[config.mk]
export PLATFORM = sky130hd
export DESIGN_NAME = memory_stage_flat
export DESIGN_NICKNAME = d
export VERILOG_FILES = /design/src/rtl/memory_stage_if.sv /design/src/rtl/memory_stage.sv /design/src/flat_wrapper.sv
export SDC_FILE = /design/constraint.sdc
export NUM_CORES = 1
export LEC_CHECK = 0
export CORE_ASPECT_RATIO = 0.7
export CORE_UTILIZATION = 39
export CTS_CLUSTER_SIZE = 14
export DETAILED_ROUTE_END_ITERATION = 8
export GPL_TIMING_DRIVEN = 0
export PLACE_DENSITY_LB_ADDON = 0.25
export SETUP_SLACK_MARGIN = 0.4
export SLEW_MARGIN = 10
export SYNTH_ARGS = -nofsm -noshare
export SYNTH_HDL_FRONTEND = slang
export SYNTH_SLANG_ARGS = --single-unit
[constraint.sdc]
create_clock -name clk -period 3.4 [get_ports clk]
set_clock_uncertainty 0.05 [all_clocks]
set_input_delay 0.68 -clock clk [delete_from_list [all_inputs] [get_ports clk]]
set_output_delay 0.68 -clock clk [all_outputs]
set_load 0.01 [all_outputs]
[src/rtl/memory_stage_if.sv]
// Data-memory port between the MEM stage (master) and the data memory (slave).
// The handshake is req/gnt for the request and rvalid for load data.
interface memory_stage_if #(parameter int unsigned N = 32);
   logic         req;
   logic         we;
   logic [3:0]   be;
   logic [N-1:0] addr;
   logic [N-1:0] wdata;
   logic         gnt;
   logic         rvalid;
   logic [N-1:0] rdata;

   modport master (output req, we, be, addr, wdata, input gnt, rvalid, rdata);
   modport slave  (input req, we, be, addr, wdata, output gnt, rvalid, rdata);
endinterface

[src/rtl/memory_stage.sv]
// MEM stage of the RV32 pipeline: data-memory loads/stores, lane formatting, stall request, MEM/WB registers.
// Define MISALIGN_TRAP_EN to trap misaligned H/W accesses (adds misalign_exc); otherwise low address bits are forced aligned.
module memory_stage #(
   parameter int unsigned N = 32
) (
   input  logic          clk,
   input  logic          rst,
   input  logic          pipe_en,
   input  logic [6:0]    cwMEM,
   input  logic [N-1:0]  ALUres,
   input  logic [N-1:0]  Bout,
   input  logic [N-1:0]  NPC4_IN,
   input  logic [4:0]    Rdest_in,
   memory_stage_if.master dmem,
   output logic          stall_req,
   output logic [N-1:0]  EXMEMfwd,
   output logic [N-1:0]  wb_data,
   output logic [4:0]    wb_rd,
   output logic          wb_we
`ifdef MISALIGN_TRAP_EN
   ,
   output logic          misalign_exc
`endif
);

   typedef enum logic [1:0] {IDLE, WAIT, DONE} state_t;

   state_t       state;
   logic [N-1:0] cap_buf;

   logic         mem_rd, mem_wr, is_uns;
   logic [1:0]   size, wb_sel, off;
   logic         mem_op, trap, active, req, complete, rvalid_now;
   logic [3:0]   lanes;
   logic [N-1:0] store_data, load_fmt;

   assign mem_rd = cwMEM[6];
   assign mem_wr = cwMEM[5];
   assign size   = cwMEM[4:3];
   assign is_uns = cwMEM[2];
   assign wb_sel = cwMEM[1:0];

   // Simultaneous rd+wr is treated as a load.
   assign mem_op = mem_rd | mem_wr;

`ifdef MISALIGN_TRAP_EN
   logic misaligned;
   always_comb begin
      misaligned = 1'b0;
      case (size)
         2'b00:   misaligned = 1'b0;
         2'b01:   misaligned = ALUres[0];
         default: misaligned = (ALUres[1:0] != 2'b00);
      endcase
   end
   assign trap = mem_op & misaligned;
   assign off  = ALUres[1:0];
`else
   assign trap = 1'b0;
   always_comb begin
      off = ALUres[1:0];
      case (size)
         2'b00:   off = ALUres[1:0];
         2'b01:   off = {ALUres[1], 1'b0};
         default: off = 2'b00;
      endcase
   end
`endif

   always_comb begin
      lanes      = 4'b1111;
      store_data = Bout;
      case (size)
         2'b00: begin
            lanes      = 4'b0001 << off;
            store_data = {4{Bout[7:0]}};
         end
         2'b01: begin
            lanes      = 4'b0011 << off;
            store_data = {2{Bout[15:0]}};
         end
         default: begin
            lanes      = 4'b1111;
            store_data = Bout;
         end
      endcase
   end

   function automatic logic [N-1:0] fmt_load(input logic [N-1:0] word, input logic [1:0] sz,
                                              input logic [1:0] o, input logic uns);
      logic [N-1:0] sh;
      sh = word >> {o, 3'b000};
      case (sz)
         2'b00:   fmt_load = uns ? {24'b0, sh[7:0]}  : {{24{sh[7]}}, sh[7:0]};
         2'b01:   fmt_load = uns ? {16'b0, sh[15:0]} : {{16{sh[15]}}, sh[15:0]};
         default: fmt_load = word;
      endcase
   endfunction

   assign load_fmt = fmt_load(dmem.rdata, size, off, is_uns);

   // Reset gates the request and stall so the reset cycle is quiet.
   assign active     = !rst && mem_op && !trap;
   assign req        = active && (state == IDLE);
   assign rvalid_now = !rst && (state == WAIT) && dmem.rvalid;
   assign complete   = (req && dmem.gnt && !mem_rd) || rvalid_now;
   assign stall_req  = active && (state != DONE) && !complete;

   assign dmem.req   = req;
   assign dmem.we    = mem_wr & ~mem_rd;
   assign dmem.be    = lanes;
   assign dmem.addr  = {ALUres[N-1:2], 2'b00};
   assign dmem.wdata = store_data;

   assign EXMEMfwd   = (wb_sel == 2'b11) ? NPC4_IN : ALUres;

   always_ff @(posedge clk) begin
      if (rst) begin
         state   <= IDLE;
         cap_buf <= '0;
         wb_data <= '0;
         wb_rd   <= '0;
         wb_we   <= 1'b0;
`ifdef MISALIGN_TRAP_EN
         misalign_exc <= 1'b0;
`endif
      end else begin
         case (state)
            IDLE: begin
               if (req && dmem.gnt) begin
                  if (mem_rd)       state <= WAIT;
                  else if (pipe_en) state <= IDLE;
                  else              state <= DONE;
               end
            end
            WAIT: begin
               if (dmem.rvalid) begin
                  cap_buf <= load_fmt;
                  state   <= pipe_en ? IDLE : DONE;
               end
            end
            DONE: begin
               if (pipe_en) state <= IDLE;
            end
            default: state <= IDLE;
         endcase

         if (stall_req) begin
            wb_we <= 1'b0;
         end else if (pipe_en) begin
            wb_rd <= Rdest_in;
            wb_we <= (wb_sel != 2'b00) && !trap;
            case (wb_sel)
               2'b01:   wb_data <= ALUres;
               2'b10:   if (!trap) wb_data <= rvalid_now ? load_fmt : cap_buf;
               2'b11:   wb_data <= NPC4_IN;
               default: wb_data <= wb_data;
            endcase
         end

`ifdef MISALIGN_TRAP_EN
         misalign_exc <= !stall_req && pipe_en && trap;
`endif
      end
   end

endmodule

[src/flat_wrapper.sv]
// flat-port wrapper written by rule: the top's interface ports become plain ports
module memory_stage_flat 
#(
   parameter int unsigned N = 32
)
  (clk, rst, pipe_en, cwMEM, ALUres, Bout, NPC4_IN, Rdest_in, stall_req, EXMEMfwd, wb_data, wb_rd, wb_we, dmem_req, dmem_we, dmem_be, dmem_addr, dmem_wdata, dmem_gnt, dmem_rvalid, dmem_rdata);
  memory_stage_if #(.N(N)) dmem_i ();
  input  logic clk;
  input  logic rst;
  input  logic pipe_en;
  input  logic [6:0] cwMEM;
  input  logic [N-1:0] ALUres;
  input  logic [N-1:0] Bout;
  input  logic [N-1:0] NPC4_IN;
  input  logic [4:0] Rdest_in;
  output logic stall_req;
  output logic [N-1:0] EXMEMfwd;
  output logic [N-1:0] wb_data;
  output logic [4:0] wb_rd;
  output logic wb_we;
  output wire logic [$bits(dmem_i.req)-1:0] dmem_req;
  output wire logic [$bits(dmem_i.we)-1:0] dmem_we;
  output wire logic [$bits(dmem_i.be)-1:0] dmem_be;
  output wire logic [$bits(dmem_i.addr)-1:0] dmem_addr;
  output wire logic [$bits(dmem_i.wdata)-1:0] dmem_wdata;
  input wire logic [$bits(dmem_i.gnt)-1:0] dmem_gnt;
  input wire logic [$bits(dmem_i.rvalid)-1:0] dmem_rvalid;
  input wire logic [$bits(dmem_i.rdata)-1:0] dmem_rdata;
  assign dmem_req = dmem_i.req;
  assign dmem_we = dmem_i.we;
  assign dmem_be = dmem_i.be;
  assign dmem_addr = dmem_i.addr;
  assign dmem_wdata = dmem_i.wdata;
  assign dmem_i.gnt = dmem_gnt;
  assign dmem_i.rvalid = dmem_rvalid;
  assign dmem_i.rdata = dmem_rdata;
  memory_stage #(.N(N)) u_core (.clk(clk), .rst(rst), .pipe_en(pipe_en), .cwMEM(cwMEM), .ALUres(ALUres), .Bout(Bout), .NPC4_IN(NPC4_IN), .Rdest_in(Rdest_in), .dmem(dmem_i), .stall_req(stall_req), .EXMEMfwd(EXMEMfwd), .wb_data(wb_data), .wb_rd(wb_rd), .wb_we(wb_we));
endmodule
### Word-level counts from Yosys, hierarchy flattened

Cells that the tools add are included.

| storage, ports and cells | value |
|---|---|
| bits in registers | 72 |
| input port bits | 145 |
| output and inout port bits | 141 |
| logic and storage cells | 58 |

| cells by class | value |
|---|---|
| equal/unequal tests | 10 |
| shift-type cells | 3 |
| muxes and demuxes | 15 |
| bitwise operators | 4 |
| reductions and logical operators | 21 |

Operators with widths:

| kind | count |
|---|---|
| 2-to-1 mux 32 bit | 4 |
| one-hot mux 32 bit (2 select lines) | 2 |
| one-hot mux 32 bit (3 select lines) | 1 |
| >> shifter 32 x 5 -> 16 bit | 1 |
| 2-to-1 mux 2 bit | 5 |
| logical AND 1 bit | 8 |
| inequality test 2 bit, second input constant | 4 |
| one-hot mux 4 bit (2 select lines) | 1 |
| equality test 2 x 1 -> 1 bit, second input constant | 3 |
| equality test 2 bit, second input constant | 3 |
| one-hot mux 2 bit (3 select lines) | 1 |
| AND reduction 3 bit | 2 |
| zero test 2 bit | 2 |
| one-hot mux 2 bit (2 select lines) | 1 |
| AND reduction 2 bit | 2 |
| << shifter 1 x 2 -> 4 bit, first input constant | 1 |
| << shifter 2 x 2 -> 4 bit, first input constant | 1 |
| zero test 1 bit | 3 |
| nonzero test 3 bit | 1 |
| inverter 1 bit | 2 |
| nonzero test 2 bit | 1 |
| OR reduction 2 bit | 1 |
| AND 1 bit | 1 |
| logical OR 1 bit | 1 |
| OR 1 bit | 1 |

### Logic depth before layout (Yosys ltp)

Gate-level depths: netlist of run 1.

| depth | value |
|---|---|
| word-level depth | 10 |
| depth in mapped cells | 9 |
| depth with buffers taken out | 6 |

### Least setup slack after synthesis of run 1

OpenSTA, ideal clock, no wires.

| path | value |
|---|---|
| path type | input port to output port |
| start | input cwMEM[0] |
| end | output EXMEMfwd[15] |
| data arrival time | 2.006 ns |
| required time | 2.670 ns |
| path slack | 0.664 ns |
| stages on the path | 7 |
| path buffers | 4 |
| cells stage by stage | clkbuf_1 > and2_1 > clkbuf_1 > buf_1 > buf_1 > nand2_1 > nand2_1 |

| on the way | value |
|---|---|
| word-level cells in the longest chain between the ends | 2 |

Ends and longest elaborated chain:

| element | line | RTL |
|---|---|---|
| start: declaration | flat_wrapper.sv:11 | `input logic [6:0] cwMEM;` |
| equality test 2 bit | memory_stage.sv:115 | `assign EXMEMfwd = (wb_sel == 2'b11) ? NPC4_IN : ALUres;` |
| 2-to-1 mux 32 bit | memory_stage.sv:115 |  |
| end: declaration | flat_wrapper.sv:17 | `output logic [N-1:0] EXMEMfwd;` |

No other way between the ends.

### Worst setup path after layout of run 1

| path | value |
|---|---|
| start | input rst |
| end | register u_core.wb_data[30] |

| on the way | value |
|---|---|
| word-level cells in the longest chain between the ends | 10 |
| elaborated cells on any way between the ends | 15 |
| classes of those cells | mux: 2; bitwise: 1; reduce/logical: 12 |

Ends and longest elaborated chain:

| element | line | RTL |
|---|---|---|
| start: declaration | flat_wrapper.sv:9 | `input logic rst;` |
| zero test 1 bit | memory_stage.sv:103, memory_stage.sv:105 |  |
| logical AND 1 bit | memory_stage.sv:103 | `assign active = !rst && mem_op && !trap;` |
| logical AND 1 bit | memory_stage.sv:104 | `assign req = active && (state == IDLE);` |
| logical AND 1 bit (2 in a row) | memory_stage.sv:106 | `assign complete = (req && dmem.gnt && !mem_rd) \|\| rvalid_now;` |
| logical OR 1 bit | memory_stage.sv:106 |  |
| zero test 1 bit | memory_stage.sv:107 | `assign stall_req = active && (state != DONE) && !complete;` |
| logical AND 1 bit | memory_stage.sv:107 |  |
| inverter 1 bit (no line) | -- |  |
| AND reduction 3 bit (no line) | -- |  |
| end signal: assignment | memory_stage.sv:154 | `2'b01: wb_data <= ALUres;` |
| end signal: assignment | memory_stage.sv:155 | `2'b10: if (!trap) wb_data <= rvalid_now ? load_fmt : cap_buf;` |
| end signal: assignment | memory_stage.sv:157 | `default: wb_data <= wb_data;` |
| end: declaration | memory_stage.sv:17 | `output logic [N-1:0] wb_data,` |

Several ways; a longest one is shown, not always the timed one.
A chain may end at the register's enable or synchronous reset.

==> results of run 1 <==
logic make-up (layout without fill, tap and decap cells):
family          Yosys count  after routing  share of synthesized area [%]
other cells               1              3                         0.0769
mux                      37             37                           8.03
compound gates          193            193                           28.7
buf+inv                 105            409                           11.4
flops                    72             72                           29.6
simple gates            243            243                           22.2
state kept, by name, summed over array words and instances (netlist names):
signal	flops
u_core.wb_data	32
u_core.cap_buf	32
u_core.state	2
u_core.wb_rd	5
u_core.wb_we	1
worst max path at each step:
| stage | start | slack, ns | to | cells past startpoint |
|---|---|---|---|---|
| finish | rst | 0.45 | u_core.wb_data[30]$_SDFFE_PP0P_ | 8 |
| global route | cwMEM[3] | 0.39 | u_core.wb_data[27]$_SDFFE_PP0P_ | 8 |
| CTS | cwMEM[0] | 0.34 | EXMEMfwd[14] | 8 |
| detailed placement | cwMEM[0] | -1.14 | EXMEMfwd[14] | 8 |
| global placement | cwMEM[1] | -1.10 | EXMEMfwd[9] | 8 |
| floorplan | cwMEM[0] | 0.66 | EXMEMfwd[15] | 7 |
critical path, stage by stage:
cell and delay (ns):
clkdlybuf4s50_1 0.55, nand4bb_1 0.16, clkbuf_1 0.48, buf_1 0.60
nand3b_1 0.18, a31oi_1 0.30, a2111oi_4 0.08, nor2_1 0.13
cell type report:
class                           instances  area, um2  share of cell area, %
Multi-Input combinational cell        475       2930                   35.0
Tap cell                              157        196                   2.34
Inverter                               12       46.3                  0.552
Sequential cell                        72       1440                   17.2
Clock inverter                          7       77.6                  0.925
Buffer                                 93        687                   8.19
Antenna cell                            1       2.50                 0.0299
Timing Repair Buffer                  288       2770                   33.1
Clock buffer                            9        225                   2.69
per-layer routing:
metal | up-vias | share of wire [%] | routed length [um]
li1 | 2948 | - | -
met2 | 446 | 44 | 9500
met4 | 0 | 2.2 | 483
met5 | - | 0 | 0
met1 | 2942 | 40 | 8490
met3 | 52 | 14 | 3000
where the power goes:
part	switching, mW	total [mW]	internal, mW
Clock	0.390	0.964	0.574
Sequential	0.0231	0.909	0.886
Combinational	0.427	0.919	0.492
synth_stat cells (6+ instances only):
library cell  count
nand3b_1         10
a31oi_1          19
mux2i_1          20
o221ai_1         13
buf_1             6
nor2_1           40
a221o_1          18
a22o_1            9
o211ai_1          9
a21oi_1          14
o22ai_1          13
mux2_2           17
buf_4            41
a222oi_1          8
o21ai_0          57
a2111oi_0         6
clkbuf_1         44
dfxtp_1          72
inv_1            11
nand2_1         147
nand3_1          14
cell usage in the layout, fill, tap and decap left out, types with 5 or more instances in the layout:
master | netlist | final
a2111oi_0 | 6 | 6
a211oi_1 | 5 | 5
a21oi_1 | 14 | 14
a221o_1 | 18 | 18
a222oi_1 | 8 | 8
a22o_1 | 9 | 9
a2bb2oi_1 | 5 | 5
a31oi_1 | 19 | 19
a32o_1 | 5 | 5
buf_4 | 41 | 45
clkbuf_1 | 44 | 28
clkbuf_16 | 0 | 12
clkbuf_2 | 0 | 25
clkbuf_8 | 0 | 6
clkdlybuf4s15_2 | 0 | 6
clkdlybuf4s50_1 | 0 | 226
dfxtp_1 | 72 | 72
dlygate4sd2_1 | 0 | 23
inv_1 | 11 | 11
mux2_2 | 17 | 17
mux2i_1 | 20 | 20
nand2_1 | 147 | 146
nand3_1 | 14 | 14
nand3b_1 | 10 | 10
nor2_1 | 40 | 39
o211ai_1 | 9 | 9
o21ai_0 | 57 | 52
o21ai_1 | 0 | 5
o221ai_1 | 13 | 13
o22ai_1 | 13 | 13
what timing repair did:
item	in CTS	in global routing
hold buffers	0	0
setup endpoints to repair	83	57
resized for setup	135	55
setup buffers	3	1
pin swaps	1	0
cloned	0	2
through the flow:
step                      TNS (ns)  setup slack (ns)  hold slack [ns]
final                            0             0.451            0.395
after global routing             0             0.390            0.417
after CTS                        0             0.337            0.396
after detailed placement    -39.94             -1.14            0.384
after global placement      -39.06             -1.10            0.380
after floorplan                  0             0.664            0.365
==> flow_metrics.tcl, run 1 <==
set metrics [dict create \
    seq_area_frac_synth_pct 29.6 \
    power_mw 2.79 \
    cts-root-buf "clkbuf_16" \
    fill_cells 1000 \
    hold_start "u_core.cap_buf[9]$_SDFFE_PP0P_" \
    grt_util_all_layers_pct 32.1 \
    synth_top_area_share_pct 29.6 \
    synth.largest_area_cell "dfxtp_1" \
    min_path_type "flop to flop" \
    avgViaCountPerCell 5.73 \
    finalHoldViolCount 0 \
    worstReg2RegStart "u_core.state[1]$_SDFFE_PP0P_" \
    layout-drive-gt1-share_pct 15.5 \
    via_count 6388 \
    antenna_found_initial 0 \
    synth-main-ff-cell "dfxtp_1" \
    netlist_top_cells_area "dfxtp_1, nand2_1, buf_4" \
    wl_per_cell_um 19.3 \
    cap_violations 0 \
    ios 286 \
    grt_util_met1_pct 40.0 \
    min_to "u_core.cap_buf[9]$_SDFFE_PP0P_" \
    grtUsageMet3_pct 12.4 \
    cts_tree "yes" \
    holdPathStages 2 \
    avgSynthCellArea_um2 7.49 \
    final_core_util_pct 70.3 \
    startpoint_type "input port" \
    max_freq_ghz 0.339 \
    finalWirelength_um 21500 \
    dp_cells 1091 \
    syn_inst 651 \
    finalSetupViolCount 0 \
    crit_required_ns 3.62 \
    slew_violations 0 \
    grt_pass1_wl_um 31400 \
    synthArstFlopShare_pct 0 \
    rrSetupSlack_ns 0.92 \
    ys_seq_elements 72 \
    post-route-cell-area_um2 8380 \
    ff2ff_path_depth 7 \
    grt_max_degree 15 \
    layout.cells.non_filler 1114 \
    clock_path_buffers 2 \
    die_w_um 136 \
    grt.busiest_layer "met2" \
    power_density_nw_per_um2 333 \
    drtAntennaViolNets 0 \
    area_growth_pct 71.9 \
    leakagePower_nw 3.45 \
    worst-setup-path-type "input port to flop" \
    clkSlewWorstSetupHoldPaths_ns 0.06 \
    initial_core_util_pct 40.9 \
    drt_first_pass_iters 7 \
    cts.htree.levels 3 \
    synth.distinct_cells 49 \
    dp_hpwl_um 16200 \
    die-height_um 95.6 \
    fp.coreArea_um2 11900 \
    finalWeightedCongestion 0.969 \
    design.die.area_um2 13000 \
    use_met2_pct 50.6 \
    critPathMaxFanout 10 \
    worst_ep_arrival_time_ns 3.17 \
    rsz0062_at_grt "yes" \
    period_share_pct 86.7 \
    cts.sink_count 72 \
    vdd_drop_max_mv 0.240 \
    cts_buffers 9 \
    worst_pin_slew_ns 0.799 \
    status "completed" \
    slew-limit-headroom_pct 46.5 \
    grt_pass1_vias 5869 \
    portBuffers 282 \
    drc 0 \
    clk_latency_ns 0.34 \
    worst_setup_path_end_kind "flop" \
    synth_edf_count 0 \
    final_nets 1096 \
    place_area_um2 7900 \
    synth_area_um2 4880 \
    grt_overflow 0 \
    period_needed_ns 2.95 \
    initialDrtViolationCount 634 \
    yosys_warnings 0 \
    timing.rr.end "u_core.wb_data[30]$_SDFFE_PP0P_" \
    rows 33 \
]
(Power assumes the default switching activity.)
==> inputs of run 2 (changes only) <==
--- a/config.mk
+++ b/config.mk
@@ -11,7 +11,7 @@
 export DETAILED_ROUTE_END_ITERATION = 8
 export GPL_TIMING_DRIVEN = 0
 export PLACE_DENSITY_LB_ADDON = 0.25
-export SETUP_SLACK_MARGIN = 0.4
+export SETUP_SLACK_MARGIN = 0.5
 export SLEW_MARGIN = 10
 export SYNTH_ARGS = -nofsm -noshare
 export SYNTH_HDL_FRONTEND = slang
==> flow_metrics.tcl, run 2 (same netlist as run 1, synthesis figures left out) <==
set metrics [dict create \
    cts.htree.levels 3 \
    critPathMaxStageDelay_ns 0.26 \
    cp_slowest_cell "clkdlybuf4s15_1" \
    initial_core_util_pct 40.9 \
    wl_per_cell_um 19.3 \
    finalWirelength_um 21500 \
    finalHoldViolCount 0 \
    drtAntennaViolNets 0 \
    cts-root-buf "clkbuf_16" \
    fp.coreArea_um2 11900 \
    period_needed_ns 2.86 \
    grt_pass1_vias 5947 \
    final_common_cell "clkdlybuf4s50_1" \
    portBuffers 282 \
    area_growth_pct 73.8 \
    grt_pass1_wl_um 31900 \
    path_cells "dlygate4sd2_1 -> clkbuf_8 -> and2_1 -> clkbuf_8 -> buf_12 -> clkbuf_16 -> o21ai_0 -> clkdlybuf4s15_1" \
    clkSlewWorstSetupHoldPaths_ns 0.06 \
    grt_max_degree 15 \
    max_freq_ghz 0.350 \
    crit_top_cell "clkbuf_8" \
    cp_top_family "buffers and inverters" \
    drc 0 \
    worst-setup-path-type "input port to output port" \
    cts_tree "yes" \
    finalSetupViolCount 0 \
    slew_violations 0 \
    via_count 6347 \
    clock_path_buffers 2 \
    rsz0062_at_grt "yes" \
    final_core_util_pct 71.0 \
    worst_setup_path_end_kind "output port" \
    design.die.area_um2 13000 \
    layout_common_cells "clkdlybuf4s50_1, nand2_1, dfxtp_1" \
    die-height_um 95.6 \
    holdWs_ns 0.397 \
    layout-drive-gt1-share_pct 13.4 \
    grt_util_all_layers_pct 32.6 \
    clk_latency_ns 0.34 \
    finalWeightedCongestion 0.969 \
    worst_ep_arrival_time_ns 2.13 \
    dp_hpwl_um 16200 \
    status "completed" \
    vdd_drop_max_mv 0.239 \
    setup-tns-final_ns 0 \
    crit_required_ns 2.67 \
    cap_violations 0 \
    rows 33 \
    initialDrtViolationCount 585 \
    final_nets 1096 \
    startpoint_type "input port" \
    die_w_um 136 \
    avgViaCountPerCell 5.70 \
    worst_pin_slew_ns 0.833 \
    cts_buffers 9 \
    power_density_nw_per_um2 331 \
    ios 286 \
    min_path_type "flop to flop" \
    antenna_found_initial 1 \
    drt_first_pass_iters 6 \
    cts.sink_count 72 \
    leakagePower_nw 3.50 \
    grt_overflow 0 \
    period_share_pct 84.0 \
    reg.largest.list "u_core.cap_buf (32), u_core.wb_data (32), u_core.wb_rd (5)" \
    slew-limit-headroom_pct 44.3 \
    critPathMaxFanout 10 \
    cp_num_buf_inv 6 \
]
[run 2: what timing repair did]
item | CTS | global route
setup buffers | 4 | 0
pin swaps | 1 | 2
hold buffers | 0 | 0
endpoints found under the setup margin | 96 | 57
gates cloned | 2 | 0
gates resized for setup | 125 | 29
[run 2: metal layers]
layer  global-route usage, %  up-vias  wire length [um]
met5                    1.19        -                10
met3                    11.7       52              2820
met4                    10.6        2               454
li1                        -     2950                 -
met1                    40.4     2934              8560
met2                    52.6      409              9610
[run 2: final cells by class]
| cell class | instances | area (um2) |
|---|---|---|
| Clock buffer | 9 | 225 |
| Fill cell | 989 | 3460 |
| Tap cell | 157 | 196 |
| Multi-Input combinational cell | 475 | 2940 |
| Clock inverter | 7 | 77.6 |
| Buffer | 93 | 693 |
| Inverter | 12 | 46.3 |
| Timing Repair Buffer | 288 | 2860 |
| Sequential cell | 72 | 1440 |
| Antenna cell | 1 | 2.50 |
[run 2: report_power, final]
part | total [mW] | switching [mW] | internal [mW]
sequential | 0.909 | 0.0228 | 0.886
combinational | 0.928 | 0.426 | 0.502
clock | 0.969 | 0.395 | 0.574
[run 2: worst register-to-register path: cells and delay by family, from the launching register on]
family,cells,cell delay (ns)
and+or+nand+nor,4,1.22
DFF,1,0.36
buffers and inverters,2,0.49
AOI/OAI and AO/OA,1,0.11
[run 2: final timing paths]
path	slack, ns	endpoint	startpoint	cells past startpoint
hold reg to reg	0.40	u_core.cap_buf[9]$_SDFFE_PP0P_	u_core.cap_buf[9]$_SDFFE_PP0P_	2
hold / removal	0.40	u_core.cap_buf[9]$_SDFFE_PP0P_	u_core.cap_buf[9]$_SDFFE_PP0P_	2
setup reg to reg	1.11	u_core.wb_data[17]$_SDFFE_PP0P_	u_core.state[1]$_SDFFE_PP0P_	7
setup / recovery	0.54	EXMEMfwd[13]	cwMEM[0]	8
[run 2: through the flow]
stage	std cells	power [mW]	setup slack, ns	instance area, um2
4_1_cts	1113	2.79	0.498	8460
3_5_place_dp	1091	1.82	-1.14	7900
2_1_floorplan	652	1.30	0.664	4880
6_report	1114	2.81	0.544	8480
3_3_place_gp	1091	1.82	-1.10	7900
5_1_grt	1113	2.90	0.481	8470
